$ cat src/rtl/l2_evict_write_buffer.sv
// l2_evict_write_buffer
// Single-entry eviction write buffer sitting between the L2 controller and
// physical memory. A dirty line is absorbed into the buffer and acknowledged
// immediately so the L2 refill read can go ahead. The buffered line is written
// back to memory whenever no read is waiting. Reads that hit the buffered line
// are served from the buffer; all other reads go straight to memory.
module l2_evict_write_buffer #(
    parameter int ADDR_WIDTH  = 16,
    parameter int LINE_WIDTH  = 256,
    parameter int OFFSET_BITS = 5
) (
    input  logic                  clk,
    input  logic                  reset,

    // L2 read channel
    input  logic                  ewb_read,
    input  logic [ADDR_WIDTH-1:0] ewb_address,
    output logic [LINE_WIDTH-1:0] ewb_rdata,
    output logic                  ewb_rresp,

    // L2 eviction channel
    input  logic                  ewb_write,
    input  logic [ADDR_WIDTH-1:0] ewb_waddress,
    input  logic [LINE_WIDTH-1:0] ewb_wdata,
    output logic                  ewb_wresp,
    output logic                  ewb_ready,

    // Physical memory side
    output logic [ADDR_WIDTH-1:0] pmem_address,
    output logic                  pmem_read,
    output logic                  pmem_write,
    output logic [LINE_WIDTH-1:0] pmem_wdata,
    input  logic [LINE_WIDTH-1:0] pmem_rdata,
    input  logic                  pmem_resp
);

    typedef enum logic [1:0] {
        ST_IDLE   = 2'd0,
        ST_RD_MEM = 2'd1,
        ST_RD_BUF = 2'd2,
        ST_DRAIN  = 2'd3
    } state_t;

    state_t                  r_state;
    state_t                  w_state_next;

    logic                    r_valid;
    logic [ADDR_WIDTH-1:0]   r_buf_addr;
    logic [LINE_WIDTH-1:0]   r_buf_data;
    logic [ADDR_WIDTH-1:0]   r_rd_addr;

    logic                    w_hit;
    logic                    w_accept;
    logic                    w_drain_done;
    logic                    w_rd_start;
    logic [ADDR_WIDTH-1:0]   w_raddr_line;
    logic [ADDR_WIDTH-1:0]   w_waddr_line;
    logic                    w_unused_offsets;

    // Memory is line-granular: offsets are stripped before anything is stored.
    assign w_raddr_line = {ewb_address[ADDR_WIDTH-1:OFFSET_BITS], {OFFSET_BITS{1'b0}}};
    assign w_waddr_line = {ewb_waddress[ADDR_WIDTH-1:OFFSET_BITS], {OFFSET_BITS{1'b0}}};

    // Byte offsets inside a line never influence the buffer.
    assign w_unused_offsets = ^{ewb_address[OFFSET_BITS-1:0], ewb_waddress[OFFSET_BITS-1:0]};

    // Hit only looks at the registered buffer; a line being accepted this
    // same cycle is not yet visible to the read.
    assign w_hit = r_valid &&
                   (r_buf_addr[ADDR_WIDTH-1:OFFSET_BITS] == ewb_address[ADDR_WIDTH-1:OFFSET_BITS]);

    // An eviction is taken only into an empty buffer and never while the
    // buffer is being written back; the ack is combinational.
    assign w_accept     = ewb_write && !r_valid && (r_state != ST_DRAIN);
    assign w_drain_done = (r_state == ST_DRAIN) && pmem_resp;
    assign w_rd_start   = (r_state == ST_IDLE) && ewb_read;

    assign ewb_wresp = w_accept;
    assign ewb_ready = (r_state != ST_DRAIN);

    // State register.
    always_ff @(posedge clk or posedge reset) begin
        if (reset) begin
            r_state <= ST_IDLE;
        end else begin
            r_state <= w_state_next;
        end
    end

    // Capture the line address of a read when it is dispatched from IDLE.
    always_ff @(posedge clk or posedge reset) begin
        if (reset) begin
            r_rd_addr <= '0;
        end else if (w_rd_start) begin
            r_rd_addr <= w_raddr_line;
        end
    end

    // Buffer storage: filled on acceptance, emptied when the writeback completes.
    always_ff @(posedge clk or posedge reset) begin
        if (reset) begin
            r_valid    <= 1'b0;
            r_buf_addr <= '0;
            r_buf_data <= '0;
        end else if (w_accept) begin
            r_valid    <= 1'b1;
            r_buf_addr <= w_waddr_line;
            r_buf_data <= ewb_wdata;
        end else if (w_drain_done) begin
            r_valid    <= 1'b0;
        end
    end

    // Next-state and memory/L2 handshake outputs.
    always_comb begin
        w_state_next = r_state;
        ewb_rresp    = 1'b0;
        ewb_rdata    = '0;
        pmem_read    = 1'b0;
        pmem_write   = 1'b0;
        pmem_address = '0;
        pmem_wdata   = '0;

        case (r_state)
            ST_IDLE: begin
                // A waiting read always wins over starting a writeback.
                if (ewb_read) begin
                    w_state_next = w_hit ? ST_RD_BUF : ST_RD_MEM;
                end else if (r_valid) begin
                    w_state_next = ST_DRAIN;
                end
            end

            ST_RD_BUF: begin
                ewb_rresp    = 1'b1;
                ewb_rdata    = r_buf_data;
                w_state_next = ST_IDLE;
            end

            ST_RD_MEM: begin
                pmem_read    = 1'b1;
                pmem_address = r_rd_addr;
                if (pmem_resp) begin
                    ewb_rresp    = 1'b1;
                    ewb_rdata    = pmem_rdata;
                    w_state_next = ST_IDLE;
                end
            end

            ST_DRAIN: begin
                // Once started, the writeback runs to completion.
                pmem_write   = 1'b1;
                pmem_address = r_buf_addr;
                pmem_wdata   = r_buf_data;
                if (pmem_resp) begin
                    w_state_next = ST_IDLE;
                end
            end

            default: begin
                w_state_next = ST_IDLE;
            end
        endcase
    end

endmodule

$ cat config.mk
export PLATFORM = sky130hd
export DESIGN_NAME = l2_evict_write_buffer
export DESIGN_NICKNAME = d
export VERILOG_FILES = /design/src/rtl/l2_evict_write_buffer.sv
export SDC_FILE = /design/constraint.sdc
export NUM_CORES = 1
export LEC_CHECK = 0
export ABC_AREA = 0
export ABC_CLOCK_PERIOD_IN_PS = 17500
export CORE_AREA = 4 4 423 425
export DETAILED_ROUTE_END_ITERATION = 8
export DIE_AREA = 0 0 427 429
export SETUP_SLACK_MARGIN = 0.1
export SYNTH_ARGS = -nofsm -noshare
export SYNTH_HDL_FRONTEND = slang
export SYNTH_SLANG_ARGS = --single-unit
$ cat constraint.sdc
create_clock -name clk -period 17.5 [get_ports clk]
set_input_delay 5.25 -clock clk [delete_from_list [all_inputs] [get_ports clk]]
set_output_delay 5.25 -clock clk [all_outputs]
set_load 0.01 [all_outputs]
==> results.txt <==
status: complete, no violations
critical path endpoint: ewb_rdata[14]
detailed placement HPWL: 99900 µm
vias: 16781
# port buffers: 1066
synthesis-stage register bit count: 281
setup TNS: 0 ns
total wire length: 125000 µm
MaxCap Viol Count: 0
H-Tree Depth: 2
crit path DAT: 8.63 ns
placed inst area: 0.0303 mm²
vias in the first global route: 17081
Hold Path Depth: 1
Starting DRT DRC Count: 1279
root buf cell: clkbuf_16
Netlist Area Pre-Place: 0.0175 mm²
CTS tree: yes
first-pass GRT wire length: 162000 µm
CP startpoint kind: input port
vias per inst: 3.43
Final Cell Area: 0.0317 mm²
number of CTS-inserted buffers: 42
reg-to-reg slack, setup: 13.99 ns
final count of hold timing violations: 0
Area Overhead vs Synth: 81.5%
DRC errors left: 0
initial antenna violation count: 48
number of flops mapped to enable cells by yosys: 0
Final ANT Viol Nets: 0
RR Endpoint: r_buf_data[90]
DRT Pass-1 Iters: 5
Peak supply drop: 0.182 mV
IO Pins: 1082
crit path time final: 13.88 ns
largest buffer count on any clock path: 3
layout cell share with drive strength beyond 1: 14.7%
Worst R2R Path Depth: 5
GRT Total Usage: 12.9%
static leakage: 11.4 nW
hold_buf cts: 0
measured slew at the worst slew-check pin: 1.25 ns
most frequent cells after synthesis: 281 x dfrtp_1, 257 x and2_1, 256 x a22oi_1, 256 x nor2b_1, 200 x mux2_4
Starting Density: 9.96%
Clock transition at path regs: 0.06 ns
routed len/inst: 25.5 µm
area share of the largest cell type after synthesis: 40.2%
post_cts resized: 0
postcts setup bufs: 0
R2R Path Start: r_state[1]
Die Span Y: 429 µm
Max Clock Skew: 0.0153 ns
most frequent cell after synthesis: dfrtp_1
Crit. Startpoint: pmem_resp
Final setup viols: 0
syn avg cell area: 11.4 µm²
total die area: 0.183 mm²
fin nets: 3062
clock latency on the worst-skew pair: 0.61 ns
Post-synth top flop: dfrtp_1
Rows: 154
Slew headroom: 16.4%
Max Slew Vio Count: 0
Synth warnings: 0
power density over the cells: 159 mW/mm²
Area contributors post-synth: dfrtp_1 40%, mux2_4 17%, a22oi_1 11%, and2_1 9.2%, nor2b_1 9.2%
worst setup path class: in -> out
HP Class: reg -> reg
async set-reset flop share out of synthesis: 100%
clk sinks: 281
Synth area leader: dfrtp_1
Core ar.: 0.175 mm²
CP Capture Type: output pin
gr ovfl total: 0
RSZ-0062 raised after global routing: false
worst path required time: 12.25 ns
placer congestion estimate: 0.976
maximum net fanout on the critical path: 56
Die X: 427 µm
hold_sp: r_rd_addr[6]
Seq/Total Area, Yosys: 40.2%
Max Freq: 72.1 MHz
fin crit share: 79.3%
largest net degree at the start of global routing: 176
Yosys cell types: 29
Gate Count Post-Synth: 1530
## how the worst min path moves through the flow
stage | to | slack (ns)
2_1_floorplan | r_rd_addr[11] | 0.48
3_3_place_gp | r_rd_addr[13] | 0.49
3_5_place_dp | r_rd_addr[12] | 0.50
4_1_cts | r_rd_addr[15] | 0.51
5_1_grt | r_rd_addr[12] | 0.53
6_report | r_rd_addr[6] | 0.51
## flip-flops by register name (all words and copies together) (netlist names)
signal and cells:
r_state 2, r_rd_addr 11, r_buf_data 256, r_buf_addr 11
r_valid 1
## report_power, final
part / internal, mW / total [mW] / switching [mW]
clock: 0.511 / 0.898 / 0.387
sequential: 0.984 / 1.38 / 0.397
combinational: 1.50 / 2.77 / 1.27
total: 2.99 / 5.05 / 2.06
## through the flow
step | setup WS, ns | power, mW | util [%] | cells | hold slack (ns)
after floorplan | 4.50 | 2.69 | - | 1534 | 0.481
after global placement | 3.56 | 4.16 | 17.3 | 4804 | 0.492
after detailed placement | 3.60 | 4.18 | 17.3 | 4804 | 0.499
after CTS | 3.59 | 5.13 | 18.1 | 4882 | 0.513
after global routing | 3.48 | 5.31 | 18.1 | 4883 | 0.527
final | 3.62 | 5.05 | 18.1 | 4886 | 0.512
## logic make-up (layout without fill, tap and decap cells)
group,count (synthesis),count (layout),share of synthesized area [%]
buffers and inverters,157,1165,6.05
AOI/OAI and AO/OA,273,273,11.8
DFF,281,281,40.2
muxes,279,279,22.3
xor gates and xnor gates,11,11,0.551
adders and majority gates,5,5,0.358
and+or+nand+nor,523,523,18.7
other,1,9,0.0215
## cell usage in the layout, fill, tap and decap left out, types with 2 or more instances in the layout
master	synthesis	layout
buf_4	10	11
ha_4	0	3
dfrtp_1	281	281
nand4_1	3	3
clkbuf_16	0	43
a21oi_1	2	2
conb_1	1	5
buf_12	22	6
ha_1	5	2
mux2_4	200	200
mux2_2	78	78
nor2_1	3	3
a22oi_1	256	256
clkinv_4	0	2
clkdlybuf4s50_1	0	1066
clkinv_8	0	2
xnor2_1	11	11
inv_1	4	3
a22o_1	11	11
clkbuf_8	0	7
clkinvlp_4	0	6
clkinv_2	0	11
diode_2	0	4
and2_1	257	256
clkbuf_1	80	5
bufinv_16	0	2
nor2b_1	256	256
## cell type report
cell class              instances  area, µm²
fillers                     19433     144000
repair buffers               1083      10900
multi-input cells            1096       9440
flip-flops and latches        281       7030
well taps                    2340       2930
clock buffers                  55       1190
clock inverters                23        210
inverters                       4       22.5
diodes                          4       10.0
## worst max-delay path, cell delays in order
cell             delay, ns
clkdlybuf4s50_1       0.68
and2_4                0.77
buf_4                 0.65
a22oi_1               0.17
nor2b_1               0.38
clkdlybuf4s50_1       0.64
## per-layer routing
metal	vias to the layer above	track usage, %	wire length (µm)	share of wire [%]
li1	7313	-	-	-
met5	-	0	193	0.15
met3	136	5.97	14400	12
met2	804	21.6	59800	48
met4	30	3.08	3060	2.5
met1	8498	14.9	47100	38
No activity file was read; power rests on OpenSTA's default activity.
